[src/rtl/parity_pkg.sv]
// Shared parity mode codes and checker state encoding for the UART parity unit.
package parity_pkg;

  localparam logic [1:0] PAR_EVEN  = 2'b00;
  localparam logic [1:0] PAR_ODD   = 2'b01;
  localparam logic [1:0] PAR_MARK  = 2'b10;
  localparam logic [1:0] PAR_SPACE = 2'b11;

  typedef enum logic [1:0] {
    CHK_IDLE = 2'd0,
    CHK_ACC  = 2'd1,
    CHK_CMP  = 2'd2
  } chk_state_t;

endpackage

[src/rtl/parity_sel.sv]
// Combinational parity mode decoder: maps a data XOR, mode and enable to the parity bit.
// Zero latency; no flow control.
module parity_sel
  import parity_pkg::*;
(
  input  logic       data_xor,
  input  logic [1:0] mode,
  input  logic       en,
  output logic       par
);

  always_comb begin
    par = 1'b0;
    if (en) begin
      case (mode)
        PAR_EVEN: par = data_xor;
        PAR_ODD:  par = ~data_xor;
        PAR_MARK: par = 1'b1;
        default:  par = 1'b0;
      endcase
    end
  end

endmodule

[src/rtl/parity_unit.sv]
// Parity generator (capture on Data_Valid & ~busy, par_bit/par_valid two edges later)
// and serial parity checker (chk_done one edge after the final strobe); busy blocks capture.
module parity_unit
  import parity_pkg::*;
#(
  parameter int DATA_WIDTH = 8,
  parameter int CNT_W      = $clog2(DATA_WIDTH + 1)
) (
  input  logic                  CLK,
  input  logic                  RST,
  input  logic [DATA_WIDTH-1:0] P_DATA,
  input  logic                  Data_Valid,
  input  logic                  busy,
  input  logic                  PAR_EN,
  input  logic [1:0]            PAR_TYP,
  input  logic                  S_START,
  input  logic                  S_EN,
  input  logic                  S_BIT,
  output logic                  par_bit,
  output logic                  par_valid,
  output logic                  chk_done,
  output logic                  par_err,
  output logic                  chk_busy
);

  localparam logic [CNT_W-1:0] LAST_BIT = CNT_W'(DATA_WIDTH);

  // ---------------- generator ----------------
  logic [DATA_WIDTH-1:0] cap_data;
  logic [1:0]            cap_typ;
  logic                  cap_en;
  logic                  cap_vld;
  logic                  gen_par;
  logic                  capture;

  assign capture = Data_Valid & ~busy;

  parity_sel u_gen_sel (
    .data_xor (^cap_data),
    .mode     (cap_typ),
    .en       (cap_en),
    .par      (gen_par)
  );

  always_ff @(posedge CLK or posedge RST) begin
    if (RST) begin
      cap_data  <= '0;
      cap_typ   <= 2'b00;
      cap_en    <= 1'b0;
      cap_vld   <= 1'b0;
      par_bit   <= 1'b0;
      par_valid <= 1'b0;
    end else begin
      cap_vld <= capture;
      if (capture) begin
        cap_data <= P_DATA;
        cap_typ  <= PAR_TYP;
        cap_en   <= PAR_EN;
      end
      // par_bit follows the captured word even when disabled; only the strobe is gated.
      if (cap_vld) begin
        par_bit   <= gen_par;
        par_valid <= cap_en;
      end else begin
        par_valid <= 1'b0;
      end
    end
  end

  // ---------------- checker ----------------
  chk_state_t       state_q, state_d;
  logic             acc_q, acc_d;
  logic [CNT_W-1:0] cnt_q, cnt_d, cnt_inc;
  logic [1:0]       snap_typ_q, snap_typ_d;
  logic             snap_en_q, snap_en_d;
  logic             done_d;
  logic             err_d;
  logic             chk_exp;

  parity_sel u_chk_sel (
    .data_xor (acc_q),
    .mode     (snap_typ_q),
    .en       (snap_en_q),
    .par      (chk_exp)
  );

  always_comb begin
    state_d    = state_q;
    acc_d      = acc_q;
    cnt_d      = cnt_q;
    snap_typ_d = snap_typ_q;
    snap_en_d  = snap_en_q;
    done_d     = 1'b0;
    err_d      = par_err;
    cnt_inc    = cnt_q + CNT_W'(1);

    // A start discards any coincident bit strobe.
    if (S_START) begin
      state_d    = CHK_ACC;
      acc_d      = 1'b0;
      cnt_d      = '0;
      err_d      = 1'b0;
      snap_typ_d = PAR_TYP;
      snap_en_d  = PAR_EN;
    end else if (S_EN) begin
      case (state_q)
        CHK_ACC: begin
          acc_d = acc_q ^ S_BIT;
          cnt_d = cnt_inc;
          if (cnt_inc == LAST_BIT) begin
            if (snap_en_q) begin
              state_d = CHK_CMP;
            end else begin
              done_d  = 1'b1;
              err_d   = 1'b0;
              state_d = CHK_IDLE;
            end
          end
        end
        CHK_CMP: begin
          err_d   = (S_BIT != chk_exp);
          done_d  = 1'b1;
          state_d = CHK_IDLE;
        end
        default: ;
      endcase
    end
  end

  always_ff @(posedge CLK or posedge RST) begin
    if (RST) begin
      state_q    <= CHK_IDLE;
      acc_q      <= 1'b0;
      cnt_q      <= '0;
      snap_typ_q <= 2'b00;
      snap_en_q  <= 1'b0;
      chk_done   <= 1'b0;
      par_err    <= 1'b0;
    end else begin
      state_q    <= state_d;
      acc_q      <= acc_d;
      cnt_q      <= cnt_d;
      snap_typ_q <= snap_typ_d;
      snap_en_q  <= snap_en_d;
      chk_done   <= done_d;
      par_err    <= err_d;
    end
  end

  assign chk_busy = (state_q != CHK_IDLE);

endmodule
[config.mk]
export PLATFORM = sky130hd
export DESIGN_NAME = parity_unit
export DESIGN_NICKNAME = d
export VERILOG_FILES = /design/src/rtl/parity_pkg.sv /design/src/rtl/parity_sel.sv /design/src/rtl/parity_unit.sv
export SDC_FILE = /design/constraint.sdc
export NUM_CORES = 1
export LEC_CHECK = 0
export CAP_MARGIN = 10
export CORE_ASPECT_RATIO = 1.75
export CORE_UTILIZATION = 55
export CTS_BUF_LIST = sky130_fd_sc_hd__clkbuf_16
export CTS_CLUSTER_DIAMETER = 60
export DETAILED_ROUTE_END_ITERATION = 8
export GPL_TIMING_DRIVEN = 0
export PLACE_DENSITY = 0.83
export SLEW_MARGIN = 0
export SYNTH_ARGS = -nofsm -noshare
export SYNTH_HDL_FRONTEND = slang
export SYNTH_SLANG_ARGS = --single-unit
export TNS_END_PERCENT = 1
[constraint.sdc]
create_clock -name CLK -period 5.08 [get_ports CLK]
set_input_delay 1.016 -clock CLK [delete_from_list [all_inputs] [get_ports CLK]]
set_output_delay 1.016 -clock CLK [all_outputs]
set_load 0.03 [all_outputs]
==> metrics.cfg <==
[route]
routed_len_inst_um = 13.7
drt-pass1-iter-count = 3
vias_per_cell = 5.51
drt_wl_total_mm = 2.22
drt_drc_violations_left = 0
detailedRoute.firstIterationViolations = 11
route.antenna.remaining_nets = 0
route.vias.total = 892

[grt]
grt_start_max_net_pins = 27
grt_overflow = 0
grt_use_total = 0.217
grt_antenna_before_repair = 0
number_of_global_route_vias_before_repair = 952
grt_pass1_wl_mm = 3.89

[clocking]
cts-resized-gates = 0
cts.hold.buffers_added = 0
cts_buf_count = 3
insertion_delay_ns = 0.26
clock-root-buffer = sky130_fd_sc_hd__clkbuf_16
tritoncts = built
numClockSinks = 26
clock_tree.buffer_depth = 2
post_cts.repair.setup_buffers = 0
htree_num_levels = 1
cts_clk_pin_slew_worst_paths_ns = 0.06

[final_layout]
antenna_cells = 0
fillCellCount = 174
most_common_library_cell_in_the_layout_ignoring_fill_and_taps = sky130_fd_sc_hd__dfrtp_1
final_cell_area_um2 = 1610
seqCellArea_um2 = 651
syn2layout_area_growth_pct = 23.9
layout_cell_share_with_drive_strength_beyond_1 = 0.168
multi_input_comb_area_um2 = 598
most-common-layout-cells = 26 x sky130_fd_sc_hd__dfrtp_1, 20 x sky130_fd_sc_hd__clkdlybuf4s50_1, 14 x sky130_fd_sc_hd__mux2_2
nNetsFinal = 161

[place]
portbufs = 20
placed_cell_area_um2 = 1530
detailedPlacementHpwl_mm = 1.76
place_congestion = 0.707

[logic_synthesis]
synth_nets = 136
syn_avg_cell_area_um2 = 11.5
synth_seq_area_share = 0.500
synth.cell_area_um2 = 1300
ys_types = 32
total_of_warnings_raised_by_yosys = 0
postSynthCellCount = 113
ys_ff_latch = 26

[floorplanning]
floorplan.io_pins = 23
die_area_um2 = 2570
initial_utilization = 0.572
std_cell_rows = 23
dieHeight_um = 66.3
chipWidth_um = 38.8
core_area_um2 = 2270

[timing]
period_minus_slack_ns = 2.59
worst_slew_pin_slew_ns = 0.949
min_period_over_period = 0.509
timing_hold_violations_final = 0
rsz0062_at_grt = false
fin_skew_ns = 0.00247
worst_slew_margin_rel = 0.366
max_freq_ghz = 0.386
final-setup-viol-count = 0
fin_tns_setup_ns = 0
final-max-slew-violation-count = 0

[power]
ir_worst_vdd_mv = 0.254
pwr_density_cell_nw_per_um2 = 321
cellLeakagePower_nw = 0.696

[setup_path]
critical_path_class = register to primary output
crit_end = chk_busy
critical_path_peak_fanout = 3
regToRegEndpoint = par_err
worstSetupStartpointType = register
crit_reg_reg_startpoint = state_q[1]
critPathRequiredTime_ns = 4.06
setup.worst_path.end_class = primary output
count_of_cells_along_the_worst_register_to_register_path = 8
worst_ep_arrival_time_ns = 1.57
worst-r2r-setup-slack_ns = 3.23
startpoint = state_q[0]

[flow_run]
drv.max_cap_violation_count = 0

[worst_hold_path]
worstHoldPathType = register to register

[run_status]
outcome = complete, no violations

## kinds of logic after synthesis
group / after synthesis / share of synthesized area
AND/OR/NAND/NOR: 27 / 0.122
flip-flops: 26 / 0.500
AO/OA/AOI/OAI: 18 / 0.0943
multiplexers: 14 / 0.121
buffers and inverters: 12 / 0.0395
XOR/XNOR: 11 / 0.0741
adder cells (fa/ha/maj): 5 / 0.0481
## cells in the mapped netlist, drive strengths merged
cell type / n / area (um^2)
or3: 3 / 23.8
mux2: 14 / 158
o21ai: 6 / 30.0
xnor2: 7 / 61.3
a31oi: 1 / 6.26
nand3: 5 / 25.0
ha: 5 / 62.6
a21boi: 1 / 7.51
a21oi: 3 / 18.8
o211ai: 1 / 7.51
a32o: 1 / 10.0
and4: 2 / 17.5
nand2b: 3 / 26.3
inv: 8 / 30.0
xor2: 4 / 35.0
nor2: 4 / 15.0
o21a: 3 / 22.5
dfrtp: 26 / 651
and3b: 1 / 8.76
o32ai: 1 / 8.76
clkbuf: 1 / 3.75
nand2: 5 / 18.8
nor3: 1 / 5.00
nor2b: 2 / 12.5
nor4: 1 / 6.26
buf: 3 / 17.5
o2111a: 1 / 11.3
## power by group
part	internal, mW	switching (mW)	leakage, nW
Combinational	0.0564	0.0438	0.336
Sequential	0.228	0.0164	0.322
Clock	0.105	0.0660	0.0385
## state kept, by name (all words and copies together) (netlist names), 2 cells and up
name        flops
cnt_q           4
snap_typ_q      2
state_q         2
cap_data        8
cap_typ         2
## worst max-delay path, stage by stage, from the launching register on
cell and delay [ns]:
sky130_fd_sc_hd__dfrtp_1 0.35, sky130_fd_sc_hd__inv_1 0.08, sky130_fd_sc_hd__ha_1 0.19, sky130_fd_sc_hd__inv_1 0.04, sky130_fd_sc_hd__clkdlybuf4s50_1 0.65
## cell type report
class,instances,share of cell area
clock buffers,3,0.0466
clock inverters,1,0.00233
flip-flops and latches,26,0.404
multi-input cells,75,0.371
plain buffers,4,0.0132
well taps,25,0.0194
repair buffers,20,0.124
inverters,8,0.0186
## layer usage
metal / GRT usage / up-vias / share of wire
met2: 0.396 / 19 / 0.59
met4: 0.0776 / 0 / 0.016
met1: 0.237 / 431 / 0.37
li1: - / 437 / -
met3: 0.0337 / 5 / 0.027
met5: 0 / - / 0
## metrics by stage
| stage | setup slack (ns) | total power [mW] | hold slack (ns) | util | std cells |
|---|---|---|---|---|---|
| after floorplan | 3.18 | 0.317 | 0.426 | - | 113 |
| after global placement | 2.65 | 0.345 | 0.440 | 0.674 | 158 |
| after detailed placement | 2.61 | 0.351 | 0.452 | 0.674 | 158 |
| after CTS | 2.48 | 0.523 | 0.460 | 0.708 | 162 |
| after global routing | 2.45 | 0.544 | 0.489 | 0.708 | 162 |
| final | 2.49 | 0.516 | 0.455 | 0.708 | 162 |
## how the worst min path moves through the flow
stage	endpoint	slack, ns	from	cells after the start
floorplan	par_bit	0.43	cap_vld	1
global placement	par_bit	0.44	cap_vld	1
detailed placement	par_bit	0.45	cap_vld	1
CTS	par_bit	0.46	cap_vld	1
global route	par_bit	0.49	cap_vld	1
finish	par_bit	0.46	cap_vld	1
Note: power is estimated with default switching activity, not from simulation.
